$ cat src/rtl/adc_sample_sequencer.sv
// ---------------------------------------------------------------------------
// adc_sample_sequencer
//
// Periodically runs a 16-bit SPI frame against a 10-bit serial ADC and hands
// each conversion to a downstream consumer over a valid/ready handshake.
//
// A free-running tick counter triggers a frame every SAMPLE_PERIOD clk cycles
// while enable is high.  A frame drives a 4-bit command (start, single-ended,
// channel, MSB-first) on doutAdc and captures ten result bits from dinAdc.
// A tick that cannot start a frame, because a frame is already running or an
// unaccepted sample is still pending, is counted in overrunCount.
//
// Ports
//   clk          system clock, all logic on the rising edge
//   reset        synchronous active-high reset
//   enable       1 = periodic sampling runs, 0 = no new frames start
//   chanSel      ADC channel for the next frame, latched at frame start
//   dinAdc       serial data from the ADC
//   sclkAdc      SPI clock to the ADC, idles low
//   doutAdc      serial command to the ADC
//   ncsAdc       active-low chip select to the ADC
//   sampleData   last captured 10-bit conversion
//   sampleChan   channel that sampleData was taken from
//   sampleValid  sample pending for the downstream consumer
//   sampleReady  downstream accepts when sampleValid && sampleReady
//   overrunCount saturating count of skipped ticks
//   busy         high from frame start through the end of HOLD
// ---------------------------------------------------------------------------
module adc_sample_sequencer #(
   parameter int CLK_DIV       = 8,
   parameter int SAMPLE_PERIOD = 2500
) (
   input  logic       clk,
   input  logic       reset,
   input  logic       enable,
   input  logic       chanSel,
   input  logic       dinAdc,
   output logic       sclkAdc,
   output logic       doutAdc,
   output logic       ncsAdc,
   output logic [9:0] sampleData,
   output logic       sampleChan,
   output logic       sampleValid,
   input  logic       sampleReady,
   output logic [7:0] overrunCount,
   output logic       busy
);

   localparam int                TICK_W    = $clog2(SAMPLE_PERIOD);
   localparam logic [TICK_W-1:0] TICK_LAST = TICK_W'(SAMPLE_PERIOD - 1);
   localparam logic [7:0]        DIV_LAST  = 8'(CLK_DIV - 1);

   typedef enum logic [1:0] {
      ST_IDLE,
      ST_SHIFT,
      ST_HOLD
   } state_t;

   state_t            state_q, state_d;
   logic [TICK_W-1:0] tick_cnt_q, tick_cnt_d;
   logic [7:0]        div_cnt_q, div_cnt_d;
   logic [3:0]        bit_cnt_q, bit_cnt_d;
   logic [9:0]        shift_q, shift_d;
   logic              chan_q, chan_d;
   logic              sclk_q, sclk_d;
   logic              dout_q, dout_d;
   logic              ncs_q, ncs_d;
   logic [9:0]        sample_data_q, sample_data_d;
   logic              sample_chan_q, sample_chan_d;
   logic              sample_valid_q, sample_valid_d;
   logic [7:0]        overrun_q, overrun_d;

   logic              tick;
   logic              overrun;
   logic [15:0]       cmd_word;
   logic [3:0]        bit_next;

   // State register; reset puts the ADC bus in its idle, deselected state.
   always_ff @(posedge clk) begin
      if (reset) begin
         state_q        <= ST_IDLE;
         tick_cnt_q     <= '0;
         div_cnt_q      <= '0;
         bit_cnt_q      <= '0;
         shift_q        <= '0;
         chan_q         <= 1'b0;
         sclk_q         <= 1'b0;
         dout_q         <= 1'b0;
         ncs_q          <= 1'b1;
         sample_data_q  <= '0;
         sample_chan_q  <= 1'b0;
         sample_valid_q <= 1'b0;
         overrun_q      <= '0;
      end else begin
         state_q        <= state_d;
         tick_cnt_q     <= tick_cnt_d;
         div_cnt_q      <= div_cnt_d;
         bit_cnt_q      <= bit_cnt_d;
         shift_q        <= shift_d;
         chan_q         <= chan_d;
         sclk_q         <= sclk_d;
         dout_q         <= dout_d;
         ncs_q          <= ncs_d;
         sample_data_q  <= sample_data_d;
         sample_chan_q  <= sample_chan_d;
         sample_valid_q <= sample_valid_d;
         overrun_q      <= overrun_d;
      end
   end

   // Next-state logic: tick generation, frame sequencing, handshake and
   // overrun accounting.
   always_comb begin
      state_d        = state_q;
      tick_cnt_d     = tick_cnt_q;
      div_cnt_d      = div_cnt_q;
      bit_cnt_d      = bit_cnt_q;
      shift_d        = shift_q;
      chan_d         = chan_q;
      sclk_d         = sclk_q;
      dout_d         = dout_q;
      ncs_d          = ncs_q;
      sample_data_d  = sample_data_q;
      sample_chan_d  = sample_chan_q;
      sample_valid_d = sample_valid_q;
      overrun_d      = overrun_q;
      overrun        = 1'b0;

      // Command bits in wire order: bit 0 is sent first.
      cmd_word = {12'h000, 1'b1, chan_q, 2'b11};
      bit_next = bit_cnt_q + 4'd1;

      // Tick counter rests at zero while disabled so the first tick after
      // enabling is a full period away.
      tick = enable && (tick_cnt_q == TICK_LAST);
      if (!enable || (tick_cnt_q == TICK_LAST)) begin
         tick_cnt_d = '0;
      end else begin
         tick_cnt_d = tick_cnt_q + TICK_W'(1);
      end

      if (sample_valid_q && sampleReady) begin
         sample_valid_d = 1'b0;
      end

      case (state_q)
         ST_IDLE: begin
            if (tick) begin
               // A pending sample blocks the frame so it is never overwritten.
               if (!sample_valid_q) begin
                  state_d   = ST_SHIFT;
                  chan_d    = chanSel;
                  ncs_d     = 1'b0;
                  sclk_d    = 1'b0;
                  dout_d    = 1'b1;
                  div_cnt_d = '0;
                  bit_cnt_d = '0;
               end else begin
                  overrun = 1'b1;
               end
            end
         end

         ST_SHIFT: begin
            overrun = tick;
            if (div_cnt_q == DIV_LAST) begin
               div_cnt_d = '0;
               if (!sclk_q) begin
                  // Rising edge: only bits 6..15 carry conversion data.
                  sclk_d = 1'b1;
                  if (bit_cnt_q >= 4'd6) begin
                     shift_d = {shift_q[8:0], dinAdc};
                  end
               end else begin
                  sclk_d = 1'b0;
                  if (bit_cnt_q == 4'd15) begin
                     state_d        = ST_HOLD;
                     ncs_d          = 1'b1;
                     dout_d         = 1'b0;
                     sample_data_d  = shift_q;
                     sample_chan_d  = chan_q;
                     sample_valid_d = 1'b1;
                  end else begin
                     bit_cnt_d = bit_next;
                     dout_d    = cmd_word[bit_next];
                  end
               end
            end else begin
               div_cnt_d = div_cnt_q + 8'd1;
            end
         end

         ST_HOLD: begin
            // Keeps chip select high for the ADC's minimum deselect time.
            overrun = tick;
            if (div_cnt_q == DIV_LAST) begin
               div_cnt_d = '0;
               state_d   = ST_IDLE;
            end else begin
               div_cnt_d = div_cnt_q + 8'd1;
            end
         end

         default: begin
            state_d = ST_IDLE;
         end
      endcase

      if (overrun && (overrun_q != 8'hFF)) begin
         overrun_d = overrun_q + 8'd1;
      end
   end

   assign sclkAdc      = sclk_q;
   assign doutAdc      = dout_q;
   assign ncsAdc       = ncs_q;
   assign sampleData   = sample_data_q;
   assign sampleChan   = sample_chan_q;
   assign sampleValid  = sample_valid_q;
   assign overrunCount = overrun_q;
   assign busy         = (state_q != ST_IDLE);

endmodule

$ cat config.mk
export PLATFORM = sky130hd
export DESIGN_NAME = adc_sample_sequencer
export DESIGN_NICKNAME = d
export VERILOG_FILES = /design/src/rtl/adc_sample_sequencer.sv
export SDC_FILE = /design/constraint.sdc
export NUM_CORES = 1
export LEC_CHECK = 0
export BUFFER_PORTS_ARGS = -buffer_cell sky130_fd_sc_hd__clkbuf_2
export CAP_MARGIN = 10
export CORE_UTILIZATION = 55
export CTS_CLUSTER_DIAMETER = 30
export DETAILED_ROUTE_END_ITERATION = 8
export PLACE_DENSITY = 0.85
export SLEW_MARGIN = 20
export SYNTH_ARGS = -nofsm -noshare
export SYNTH_HDL_FRONTEND = slang
export SYNTH_SLANG_ARGS = --single-unit
$ cat constraint.sdc
create_clock -name clk -period 6.7 [get_ports clk]
set_input_delay 1.34 -clock clk [delete_from_list [all_inputs] [get_ports clk]]
set_output_delay 1.34 -clock clk [all_outputs]
set_load 0.03 [all_outputs]
---- Word-level counts from Yosys, hierarchy flattened ----
Cells that the tools add are included.
word-level totals
  register bits after elaboration ......... 60
  input bits .............................. 6
  output and inout bits ................... 24
cells by class
  $add $sub $neg .......................... 4
  $lt $le $gt $ge ......................... 2
  equality and inequality tests ........... 13
  multiplexer cells ....................... 42
  bitwise gates (word level) .............. 2
  reduce and logical (&&, ||, !) cells .... 20
operators by type and width
  cell                   count
  $mux 8                 3
  $mux 1                 20
  $mux 4                 5
  $reduce_and 6->1       3
  $add 8x1->8 const B    2
  $pmux 8 s2             1
  $ne 2x2->1 const B     7
  $add 12x1->12 const B  1
  $eq 12x12->1 const B   1
  $mux 2                 6
  $reduce_and 4->1       3
  $eq 8x3->1 const B     1
  $ne 8x8->1 const B     1
  $pmux 1 s2             4
  $pmux 4 s2             1
  $pmux 2 s3             1
  $reduce_and 3->1       2
  $reduce_bool 2->1      3
  $lt 4x5->1 const B     1
  $reduce_and 5->1       1
  $add 4x1->4 const B    1
  $bmux 1 s4             1
  $eq 4x4->1 const B     1
  $ge 4x3->1 const B     1
  other kinds (8)        12

---- Depth between registers and ports, before layout ----
  depth in word-level cells ............... 7
  mapped depth ............................ 8
  gate-level depth less buffers ........... 7

---- Least setup slack after synthesis ----
Ideal clock, no wire load.
  kind .................................... input port to flip-flop
  start point ............................. input port enable
  end point ............................... register bit_cnt_q[3]
  setup time .............................. 0.122 ns
  arrival time ............................ 2.513 ns
  path slack .............................. 4.065 ns
  cell stages on the path ................. 5
  path buffers ............................ 1
  cell sequence ........................... nand4_1 -> o41ai_4 -> buf_6 -> o21ai_0 -> a311o_1
on the way
  longest elaborated chain between the ends .. 3
RTL lines
  what                               line  source
  start, declared                    35    input logic enable,
  $logic_and 1x1->1                  135   tick = enable && (tick_cnt_q == TICK_LAST);
  $ne 2x2->1 (no source line)        -
  $reduce_and 6->1 (no source line)  -
  end signal, assigned               98    bit_cnt_q <= bit_cnt_d;
  end, declared                      62    logic [3:0] bit_cnt_q, bit_cnt_d;
No other way between the ends.
A chain may end at the register's enable or synchronous reset.

==> out/metrics.cfg <==
[outcome]
status = completed

[synth]
synth_largest_area_cell = dfxtp_1
synth_common_cells = dfxtp_1, nand2_1, nor2_1, a21oi_1, o21ai_0
synth-main-ff-cell = dfxtp_1
yosysMostFrequentCell = dfxtp_1
ys_ff_latch = 60
synth_top_area_share_pct = 43.0
ys_warn_count = 0
synth_nets = 341
syn-cell-area_mm2 = 0.00279
async_reset_ff_share_pct = 0
synth-seq-area-share_pct = 43.0
synth_edf_count = 0
ys_types = 44
synth_area_leaders = dfxtp_1, nand2_1, nor2_1, a21oi_1, mux2i_1
syn_avg_cell_area_um2 = 8.56
postSynthCellCount = 326

[cts]
numCtsBuffers = 9
cts_tree = built
clock-sinks = 60
cts_hold_buf = 0
post_cts_resized = 0
cts_buffer_depth = 2
cts_setup_buffers = 0
clk_pin_slew_worst_paths_ns = 0.07
clockRootBuffer = clkbuf_8
insertion_delay_ns = 0.34
htree_levels = 3

[route]
num_vias = 2381
dr.pass1.iters = 5
drc = 0
routed_wl_um = 5700
drt-initial-drc-count = 143
wl_per_cell_um = 13.4
via_per_inst = 5.59
detail-route-antenna-nets = 0

[global_routing]
grt_overflow_total = 0
grt_util_all_layers_pct = 24.0
grt_start_max_net_pins = 47
antenna_found_initial = 0
grt_pass1_wl_um = 9850
grt_pass1_vias = 2265

[pwr]
power_mw = 0.769
ir_worst_vdd_mv = 0.216
pwr_density_cell_mw_per_mm2 = 239
power.leakage_nw = 1.40

[hold_path]
hold_path_class = reg2reg

[sta]
whs_ns = 0.452
clock.fmax_ghz = 0.347
worst_pin_slew_ns = 0.907
fin_ws_ns = 3.82
hold_violations = 0
fin_skew_ns = 0.0115
maxSlewHeadroom_pct = 39.2
finalSetupViolCount = 0
fin_setup_tns_ns = 0
finalMaxSlewViolations = 0
min_period_ns = 2.88
min_period_over_period_pct = 43.0
rsz0062_at_grt = false

[floorplan]
initial_core_util_pct = 57.9
row_count = 25
die_h_um = 73.2
dieArea_mm2 = 0.00536
die_x_um = 73.2
design.core.area_mm2 = 0.00482
ios = 30

[worst_setup_path]
critical_path_class = in2reg
required_ns = 6.91
cp.arrival_ns = 3.09
path_max_fanout = 46
end_kind = flop
start_kind = primary input

[finish]
area_growth_pct = 15.2
finalNonFillerCells = 426
nets = 369
antenna_cells = 0
drive_above_1_share_pct = 16.7

[place]
dp_hpwl_um = 3990
place.gp.congestion = 0.880
post-place-ws_ns = 3.50
io_buffers = 29
dp.cells = 410

[job]
drv_cap = 0

## cell usage in the layout (no fill, tap or decap), types with 10 or more instances in the layout
master and n:
dfxtp_1 60, nand2_1 45, nor2_1 40, clkbuf_2 29
a21oi_1 26, o21ai_0 18, nand3_1 15, and3_1 12
mux2i_1 12, xor2_1 11, clkbuf_8 10
## layout make-up
type                            instances  area, um2
Clock buffer                           10        138
Tap cell                               67       83.8
Multi-Input combinational cell        244       1500
Timing Repair Buffer                   30        153
Fill cell                             413       1600
Clock inverter                          6        111
Sequential cell                        60       1200
Inverter                                9       33.8
## path summary, 6_finish.rpt
| check | from | to | slack (ns) | cells after the start |
|---|---|---|---|---|
| max | reset | bit_cnt_q[3]$_SDFFE_PP0P_ | 3.82 | 5 |
| min | sampleData[7]$_SDFFE_PP0P_ | sampleData[7]$_SDFFE_PP0P_ | 0.45 | 2 |
| max reg2reg | state_q[0]$_SDFFE_PP0P_ | overrunCount[5]$_SDFFE_PP0P_ | 4.18 | 7 |
| min reg2reg | sampleData[7]$_SDFFE_PP0P_ | sampleData[7]$_SDFFE_PP0P_ | 0.45 | 2 |
## state kept, by name (all words and copies together), names as in the netlist
| signal | cells |
|---|---|
| overrunCount | 8 |
| tick_cnt_q | 12 |
| shift_q | 10 |
| sampleChan | 1 |
| sclkAdc | 1 |
| state_q | 2 |
| sampleValid | 1 |
| div_cnt_q | 8 |
| sampleData | 10 |
| bit_cnt_q | 4 |
| chan_q | 1 |
| doutAdc | 1 |
| ncsAdc | 1 |
## cell families after synthesis
logic type	count (synthesis)	synth area share [%]
simple gates	149	26.7
flops	60	43.0
compound gates	59	13.9
buf+inv	22	3.36
xor+xnor	15	4.71
mux	12	4.31
fa+ha+maj	9	4.04
## per-stage QoR
step / utilization [%] / area, um2
6_report: 66.8 / 3220
3_5_place_dp: 61.6 / 2970
5_1_grt: 66.8 / 3220
4_1_cts: 66.8 / 3220
3_3_place_gp: 61.6 / 2970
2_1_floorplan: - / 2790
## where the power goes
| part | internal, mW | switching, mW |
|---|---|---|
| logic | 0.00188 | 0.00681 |
| registers | 0.357 | 0.000507 |
| clock network | 0.257 | 0.145 |
| total | 0.616 | 0.153 |
## critical path, stage by stage
cell	delay, ns
clkbuf_2	0.66
inv_1	0.33
and3_1	0.27
and3_2	0.20
a311o_1	0.28
## layer usage
metal	GRT usage (%)	up-vias	wire [um]
met5	0	-	0
met4	12.9	0	150
met3	5.94	14	314
met2	38.9	78	2700
met1	29.4	1094	2530
li1	-	1195	-
Note: power is estimated with default switching activity, not from simulation.
